## src/rtl/cnn_acc_pkg.sv

```systemverilog
// ---------------------------------------------------------------------------
// cnn_acc_pkg
//   Shared definitions for the MAC-datapath front end.
//   - Default group size and field widths used by exp_max_collector.
//   - Collector state encoding (FILL / DRAIN).
//   - pp_pair_t: one (exponent, signed partial product) pair at the default
//     widths. Modules with overridden widths build an equivalent local struct.
// ---------------------------------------------------------------------------
package cnn_acc_pkg;

  localparam int N_PP_DEFAULT  = 8;
  localparam int EXP_W_DEFAULT = 5;
  localparam int PP_W_DEFAULT  = 5;

  // FILL collects a group, DRAIN replays it. The two phases never overlap.
  typedef enum logic {
    FILL  = 1'b0,
    DRAIN = 1'b1
  } state_e;

  typedef struct packed {
    logic [EXP_W_DEFAULT-1:0]       exp;
    logic signed [PP_W_DEFAULT-1:0] pp;
  } pp_pair_t;

endpackage : cnn_acc_pkg

```

## src/rtl/exp_max_cmp.sv

```systemverilog
// ---------------------------------------------------------------------------
// exp_max_cmp
//   Combinational unsigned maximum of two exponents.
//
//   Optional behaviour (macro EXPMAX_ZERO_EXCLUDE_EN):
//     defined   - when excl_b is high, b does not take part and y = a.
//     undefined - excl_b is ignored; y = max(a, b) always.
//
// Ports:
//   a       in  EXP_W  current running maximum
//   b       in  EXP_W  candidate exponent
//   excl_b  in  1      candidate belongs to a zero partial product
//   y       out EXP_W  resulting maximum
// ---------------------------------------------------------------------------
module exp_max_cmp #(
  parameter int EXP_W = 5
) (
  input  logic [EXP_W-1:0] a,
  input  logic [EXP_W-1:0] b,
  input  logic             excl_b,
  output logic [EXP_W-1:0] y
);

  logic b_wins;

`ifdef EXPMAX_ZERO_EXCLUDE_EN
  // A zero product contributes nothing to the sum, so its exponent must not
  // widen the alignment shift of the other products.
  assign b_wins = (b > a) && !excl_b;
`else
  logic unused_excl_b;
  assign unused_excl_b = excl_b;
  assign b_wins        = (b > a);
`endif

  assign y = b_wins ? b : a;

endmodule : exp_max_cmp

```

## src/rtl/exp_max_collector.sv

```systemverilog
// ---------------------------------------------------------------------------
// exp_max_collector
//   Buffers one group of N_PP (exponent, signed partial product) pairs while
//   tracking the running maximum exponent, then replays every pair in arrival
//   order together with the group maximum so the downstream alignment stage
//   can shift each product by (exp_max - exp).
//
//   Handshake semantics (both sides): a beat moves on a rising clk edge where
//   valid && ready. The producer holds data stable while valid && !ready; the
//   collector never drops a beat. in_ready and out_valid depend only on the
//   internal state and rst, never on the opposite side's valid/ready.
//
//   Phases: FILL accepts exactly N_PP pairs (gaps allowed), DRAIN emits
//   exactly N_PP pairs (backpressure allowed). out_last marks the final one.
//
//   Optional feature: define EXPMAX_ZERO_EXCLUDE_EN to keep pairs with
//   in_pp == 0 out of the maximum (they are still stored and replayed).
//
// Ports:
//   clk          in   1      clock
//   rst          in   1      synchronous active-high reset
//   in_valid     in   1      upstream pair valid
//   in_ready     out  1      collector accepts a pair (FILL, not in reset)
//   in_exp       in   EXP_W  exponent of incoming pair (unsigned, biased)
//   in_pp        in   PP_W   signed partial product of incoming pair
//   out_valid    out  1      replayed pair valid (DRAIN, not in reset)
//   out_ready    in   1      consumer ready
//   out_exp      out  EXP_W  exponent of replayed pair
//   out_exp_max  out  EXP_W  maximum exponent of the current group
//   out_pp       out  PP_W   replayed partial product, unmodified
//   out_last     out  1      final pair of the group
// ---------------------------------------------------------------------------
module exp_max_collector
  import cnn_acc_pkg::*;
#(
  parameter  int N_PP  = N_PP_DEFAULT,
  parameter  int EXP_W = EXP_W_DEFAULT,
  parameter  int PP_W  = PP_W_DEFAULT,
  localparam int CNT_W = $clog2(N_PP)
) (
  input  logic                   clk,
  input  logic                   rst,
  input  logic                   in_valid,
  output logic                   in_ready,
  input  logic [EXP_W-1:0]       in_exp,
  input  logic signed [PP_W-1:0] in_pp,
  output logic                   out_valid,
  input  logic                   out_ready,
  output logic [EXP_W-1:0]       out_exp,
  output logic [EXP_W-1:0]       out_exp_max,
  output logic signed [PP_W-1:0] out_pp,
  output logic                   out_last
);

  // Same layout as pp_pair_t, but following this instance's widths.
  typedef struct packed {
    logic [EXP_W-1:0]       exp;
    logic signed [PP_W-1:0] pp;
  } pair_t;

  localparam logic [CNT_W-1:0] CNT_LAST = CNT_W'(N_PP - 1);

  // ---------------------------------------------------------------------
  // State and storage. state_q is the observable FSM state.
  // ---------------------------------------------------------------------
  state_e           state_q,   state_d;
  logic [CNT_W-1:0] wr_cnt_q,  wr_cnt_d;
  logic [CNT_W-1:0] rd_cnt_q,  rd_cnt_d;
  logic [EXP_W-1:0] run_max_q, run_max_d;
  logic [EXP_W-1:0] exp_max_q, exp_max_d;
  pair_t            pair_buf_q [N_PP];
  pair_t            pair_buf_d [N_PP];

  logic             accept;
  logic             xfer;
  logic             wr_last;
  logic             rd_last;
  logic [EXP_W-1:0] max_next;

  assign accept  = in_valid  && in_ready;
  assign xfer    = out_valid && out_ready;
  assign wr_last = (wr_cnt_q == CNT_LAST);
  assign rd_last = (rd_cnt_q == CNT_LAST);

  // max(run_max, in_exp). The same result is the new running maximum on an
  // ordinary accept and the latched group maximum on the final accept, so
  // the last pair of the group is always included.
  exp_max_cmp #(
    .EXP_W (EXP_W)
  ) u_max_cmp (
    .a      (run_max_q),
    .b      (in_exp),
    .excl_b (in_pp == '0),
    .y      (max_next)
  );

  // ---------------------------------------------------------------------
  // FSM process 1: state register (plus the datapath flops it governs).
  // ---------------------------------------------------------------------
  always_ff @(posedge clk) begin
    if (rst) begin
      state_q   <= FILL;
      wr_cnt_q  <= '0;
      rd_cnt_q  <= '0;
      run_max_q <= '0;
      exp_max_q <= '0;
    end else begin
      state_q   <= state_d;
      wr_cnt_q  <= wr_cnt_d;
      rd_cnt_q  <= rd_cnt_d;
      run_max_q <= run_max_d;
      exp_max_q <= exp_max_d;
    end
  end

  // Buffer contents are don't-care after reset; only the counters matter.
  always_ff @(posedge clk) begin
    pair_buf_q <= pair_buf_d;
  end

  // ---------------------------------------------------------------------
  // FSM process 2: next state.
  // ---------------------------------------------------------------------
  always_comb begin
    state_d = state_q;
    case (state_q)
      FILL:    if (accept && wr_last) state_d = DRAIN;
      DRAIN:   if (xfer && rd_last)   state_d = FILL;
      default: state_d = FILL;
    endcase
  end

  // ---------------------------------------------------------------------
  // FSM process 3: outputs. Gating with rst keeps both handshakes quiet
  // during the reset cycle whatever state the flops hold.
  // ---------------------------------------------------------------------
  always_comb begin
    in_ready    = (state_q == FILL)  && !rst;
    out_valid   = (state_q == DRAIN) && !rst;
    out_last    = out_valid && rd_last;
    out_exp     = pair_buf_q[rd_cnt_q].exp;
    out_pp      = pair_buf_q[rd_cnt_q].pp;
    out_exp_max = exp_max_q;
  end

  // ---------------------------------------------------------------------
  // Datapath next values. accept can only be high in FILL and xfer only in
  // DRAIN, so the two halves never act in the same cycle.
  // ---------------------------------------------------------------------
  always_comb begin
    wr_cnt_d   = wr_cnt_q;
    run_max_d  = run_max_q;
    exp_max_d  = exp_max_q;
    pair_buf_d = pair_buf_q;

    if (accept) begin
      pair_buf_d[wr_cnt_q] = {in_exp, in_pp};
      if (wr_last) begin
        exp_max_d = max_next;
        run_max_d = '0;
        wr_cnt_d  = '0;
      end else begin
        run_max_d = max_next;
        wr_cnt_d  = wr_cnt_q + CNT_W'(1);
      end
    end
  end

  always_comb begin
    rd_cnt_d = rd_cnt_q;
    if (xfer) begin
      rd_cnt_d = rd_last ? '0 : rd_cnt_q + CNT_W'(1);
    end
  end

endmodule : exp_max_collector

```

## config.mk

```make
export PLATFORM = sky130hd
export DESIGN_NAME = exp_max_collector
export DESIGN_NICKNAME = d
export VERILOG_FILES = /design/src/rtl/cnn_acc_pkg.sv /design/src/rtl/exp_max_cmp.sv /design/src/rtl/exp_max_collector.sv
export SDC_FILE = /design/constraint.sdc
export NUM_CORES = 1
export LEC_CHECK = 0
export BUFFER_PORTS_ARGS = -buffer_cell sky130_fd_sc_hd__buf_2
export CORE_AREA = 4 4 87 89
export DETAILED_ROUTE_END_ITERATION = 7
export DIE_AREA = 0 0 91 93
export PLACE_DENSITY = 0.78
export SLEW_MARGIN = 10
export SYNTH_ARGS = -nofsm -noshare
export SYNTH_HDL_FRONTEND = slang
export SYNTH_SLANG_ARGS = --single-unit
```

## constraint.sdc

```tcl
create_clock -name clk -period 2.9 [get_ports clk]
set_input_delay 0.145 -clock clk [delete_from_list [all_inputs] [get_ports clk]]
set_output_delay 0.145 -clock clk [all_outputs]
set_load 0.05 [all_outputs]
```

* Word-level counts from Yosys, hierarchy flattened *
Index checks and enable logic that the tools add are counted.

storage, ports and cells
  output and inout bits = 18
  word-level logic and storage cells = 55
  register bits after elaboration = 97
  input bits = 14

cells by class
  equal/unequal tests = 2
  bitwise operators = 3
  muxes and demuxes = 13
  magnitude comparators = 4
  add/sub/neg operators = 2
  reductions and logical operators = 10

operators with widths
  cell                                                                   count
  80-bit bitwise mux                                                     1
  10-bit binary-select mux with 3-bit select                             1
  10-bit demux with 3-bit select                                         1
  10-bit two-way mux                                                     3
  5-bit two-way mux                                                      2
  4-bit >= comparator (second input constant)                            2
  1-bit logical AND                                                      8
  3-bit inverter with 4-bit output                                       2
  3-bit by 1-bit adder with 3-bit output (second input constant)         2
  3-bit == test (second input constant)                                  2
  3-bit two-way mux                                                      2
  5-bit greater-than comparator                                          1
  4-bit by 1-bit < comparator with 1-bit output (second input constant)  1
  1-bit two-way mux                                                      2
  1-bit one-hot mux with 2 select lines                                  1
  2-bit AND reduction                                                    1
  1-bit logical NOT                                                      1
  1-bit inverter                                                         1

* Depth between registers and ports, before layout *
  depth after elaboration = 6
  mapped depth = 7

* Cells and area by module *
A second synthesis with hierarchy kept.

second synthesis, totals
  cell total of the unflattened synthesis = 231
  area total of the unflattened synthesis = 4066.4 um2

modules (own cells, without submodules)
  module             cells each  times used  area each (um2)
  exp_max_collector  208         1           3861.2
  exp_max_cmp        23          1           205.2

* Worst setup path before layout *
No wires, ideal clock.

  path kind = reg2reg
  start = reg state_q
  end = reg pair_buf_q[70] (netlist bit) (enable)
  clock period less this slack = 2.103 ns
  stages on the path, launching flop included = 5
  buffers on the path = 1
  arrival time = 1.713 ns
  path slack = 0.797 ns
  required time = 2.510 ns
  cell sequence = dfxtp_1 nand2b_1 buf_2 or3_1 nor3_1

between the ends
  cells in the longest elaborated chain, start to end = 3

RTL lines
  item                    RTL line                  source
  start, declared         exp_max_collector.sv:66   state_e state_q, state_d;
  start signal, assigned  exp_max_collector.sv:108  state_q <= state_d;
  1-bit inverter          n/a
  1-bit logical AND       exp_max_collector.sv:138  in_ready = (state_q == FILL) && !rst;
  1-bit logical AND       exp_max_collector.sv:80   assign accept = in_valid && in_ready;
  end signal, assigned    exp_max_collector.sv:118  pair_buf_q <= pair_buf_d;
  end, declared           exp_max_collector.sv:71   pair_t pair_buf_q [N_PP];

No other way between the ends.
A chain may end at the register's enable or synchronous reset.

* Worst setup path after layout *
  start = reg rd_cnt_q[0]
  end = out out_exp[0]

between the ends
  cells in the longest elaborated chain, start to end = 4

RTL lines
  item                                                    RTL line                  source
  start, declared                                         exp_max_collector.sv:68   logic [CNT_W-1:0] rd_cnt_q, rd_cnt_d;
  start signal, assigned                                  exp_max_collector.sv:110  rd_cnt_q <= rd_cnt_d;
  3-bit inverter with 4-bit output (implied by the code)  exp_max_collector.sv:141  out_exp = pair_buf_q[rd_cnt_q].exp;
  10-bit binary-select mux with 3-bit select              exp_max_collector.sv:141
  10-bit two-way mux (2 in series)                        n/a
  end, declared                                           exp_max_collector.sv:49   output logic [EXP_W-1:0] out_exp,

No other way between the ends. The select of a mux whose other input is x is not followed.

==> results.json <==
{
  "grt_max_degree": 24,
  "port_buffers": 31,
  "worst-r2r-setup-slack_ns": 1.04,
  "numCtsBuffers": 9,
  "max_slew_margin_pct": 54.4,
  "p_leak_nw": 1.53,
  "post_cts_buffers": 0,
  "synth.area.top_cells": "edfxtp_1 61%, mux4_2 11%, dfxtp_1 8.6%",
  "grt_pass1_vias": 2199,
  "outcome": "finished clean",
  "path_cells": "buf_4 -> mux4_2 -> mux2_2 -> buf_2",
  "p_comb_share_pct": 6.3,
  "synth_cells": 234,
  "fill_cells": 465,
  "cp_slowest_cell": "mux4_2",
  "rsz0062_at_grt": "false",
  "yosysTopAreaCell": "edfxtp_1",
  "synth-seq-cells": 97,
  "maxSlewViolCount": 0,
  "worst-slew-pin-transition_ns": 0.683,
  "rows": 30,
  "seq_area_frac_synth_pct": 69.2,
  "final_hold_viol_count": 0,
  "start_kind": "flop",
  "cp-end-kind": "output pin",
  "seqPwrFrac_pct": 61.5,
  "wl_um": 7070,
  "netlist_area_sq_um": 3970,
  "firstDrtPassIters": 4,
  "syn_area_per_cell_sq_um": 16.9,
  "die_w_um": 91,
  "start_util_pct": 58.7,
  "dr_wl_met3_um": 240,
  "tritoncts": "done",
  "wl_per_cell_um": 19.3,
  "drv_cap": 0,
  "htree_levels": 3,
  "grt_use_total_pct": 18.4,
  "top_layer_used": "met4",
  "final_layout_size_suffix_gt1_share_pct": 32.9,
  "clk_path_buf_depth": 2,
  "internal_power_w": 0.00191,
  "power_switching_w": 0.000592,
  "synth_nets": 257,
  "wl_met1_um": 3080,
  "setup_ws_ns": 0.619,
  "cts_resized": 0,
  "fin_skew_ns": 0.0111,
  "clock_sinks": 97,
  "crit_arrival_ns": 2.14,
  "drt_iter0_drc": 119,
  "post-route-period-util_pct": 78.7,
  "cp_max_fo": 23,
  "clk_latency_ns": 0.37,
  "dr_wl_met2_um": 3600,
  "pwr_density_cell_nw_per_um2": 560,
  "fin_setup_tns_ns": 0,
  "ys_warn_count": 0,
  "max_stage_delay_ns": 0.56,
  "cts_root_buf": "clkbuf_8",
  "areaGrowthSynthToFinish_pct": 12.6,
  "die-area_sq_um": 8460,
  "hpwlAfterDp_um": 4610,
  "dieHeight_um": 93,
  "ant_nets": 0,
  "fmax_ghz": 0.438,
  "ir_drop_mv": 0.297,
  "drc": 0,
  "fp.coreArea_sq_um": 6760,
  "cp.required_ns": 2.76,
  "netlist.area_leader.share_pct": 60.6,
  "grt_pass1_wl_um": 11400,
  "globalplace.congestion": 0.794,
  "cts_hold_buf": 0,
  "antenna_found_initial": 0,
  "grt_overflow_total": 0,
  "worstSetupPathType": "reg2out",
  "vias_per_cell": 5.83,
  "fin_nets": 304,
  "hp-class": "in2reg",
  "setup_viol": 0,
  "sw_frac_of_total_pct": 23.7,
  "ys_types": 31,
  "pwr-share-clk_pct": 32.2,
  "io_pins": 32,
  "vias": 2133,
  "clk_pin_slew_ns": 0.10,
  "antenna_cells": 0,
  "post-place-ws_ns": 0.992,
  "post-route-min-period_ns": 2.28
}
kinds of logic after synthesis:
| group | synth area share (%) |
|---|---|
| multiplexers | 15.5 |
| AO/OA/AOI/OAI | 3.88 |
| AND/OR/NAND/NOR | 7.13 |
| adder cells (fa/ha/maj) | 2.84 |
| buffers and inverters | 1.51 |
| flip-flops | 69.2 |
registers in the layout, summed over array words and instances, names as in the netlist:
| register | cells |
|---|---|
| pair_buf_q | 80 |
| rd_cnt_q | 3 |
| wr_cnt_q | 3 |
| run_max_q | 5 |
| state_q | 1 |
| out_exp_max | 5 |
placed cells by master (no fill, tap or decap):
cell,Yosys,final
clkbuf_8,0,9
inv_1,5,5
o21ai_0,1,1
mux2i_1,5,5
a21o_1,1,1
clkbuf_1,4,1
nor3b_1,1,1
nor3_1,5,5
a211oi_1,5,5
nand2b_1,3,3
inv_8,0,2
or3b_1,3,3
mux2_2,10,10
or3_1,2,2
nor2_1,17,17
or4b_1,1,1
clkinvlp_4,0,4
and3_4,1,1
edfxtp_1,80,80
mux4_2,20,20
ha_1,9,9
dfxtp_1,17,17
a21oi_1,12,12
buf_2,3,31
nand3_1,7,7
o21a_1,1,1
o21ai_2,1,1
and2_1,2,2
nor2b_1,3,3
o21a_4,1,1
a31oi_2,1,1
nand2_1,11,11
buf_4,1,14
final timing paths:
path / start / to / depth (start not counted)
max: rd_cnt_q[0] / out_exp[0] / 4
min: in_pp[4] / pair_buf_q[54] / 1
max reg2reg: run_max_q[4] / run_max_q[4] / 7
min reg2reg: run_max_q[0] / run_max_q[0] / 2
layer usage:
layer	GRT usage, %	vias up
li1	-	1008
met1	23.3	1070
met2	30.6	44
met3	2.98	11
met4	10.2	0
met5	0	-
synthesized netlist by cell type:
library cell,instances
a211oi_1,5
a21o_1,1
a21oi_1,12
a31oi_2,1
and2_1,2
and3_4,1
buf_1,1
buf_2,3
buf_4,1
clkbuf_1,4
dfxtp_1,17
edfxtp_1,80
ha_1,9
inv_1,5
mux2_2,10
mux2i_1,5
mux4_2,20
nand2_1,11
nand2b_1,3
nand3_1,7
nor2_1,17
nor2b_1,3
nor3_1,5
nor3b_1,1
o21a_1,1
o21a_4,1
o21ai_0,1
o21ai_2,1
or3_1,2
or3b_1,3
or4b_1,1
per-stage QoR:
| stage | power [W] | hold slack, ns | std cells | utilization [%] | area [sq um] |
|---|---|---|---|---|---|
| final | 0.00250 | 0.0388 | 366 | 66.1 | 4460 |
| after global routing | 0.00260 | 0.0418 | 366 | 66.1 | 4460 |
| after CTS | 0.00251 | 0.0226 | 366 | 66.1 | 4460 |
| after detailed placement | 0.00173 | 0.417 | 350 | 63.4 | 4280 |
| after global placement | 0.00172 | 0.415 | 350 | 63.4 | 4280 |
| after floorplan | 0.00167 | 0.244 | 234 | - | 3970 |
cell type report:
type	count	area, sq um	share of cell area [%]
Sequential cell	97	2740	61.4
Multi-Input combinational cell	123	1160	26.0
Tap cell	80	100	2.24
Clock buffer	10	128	2.86
Timing Repair Buffer	45	260	5.83
Clock inverter	6	52.6	1.18
Inverter	5	18.8	0.420
power by group through the flow:
| stage | combinational, W | sequential, W | clock (W) |
|---|---|---|---|
| 3_3_place_gp | 0.000155 | 0.00157 | 0 |
| 2_1_floorplan | 0.000107 | 0.00156 | 0 |
| 4_1_cts | 0.000160 | 0.00154 | 0.000818 |
| 6_report | 0.000158 | 0.00154 | 0.000805 |
| 5_1_grt | 0.000176 | 0.00154 | 0.000882 |
| 3_5_place_dp | 0.000159 | 0.00157 | 0 |
critical path: cells and delay by family (launching register included):
kind	cells	cell delay (ns)
buffers and inverters	2	0.58
flip-flops	1	0.32
multiplexers	2	0.84
Note: power is estimated with default switching activity, not from simulation.
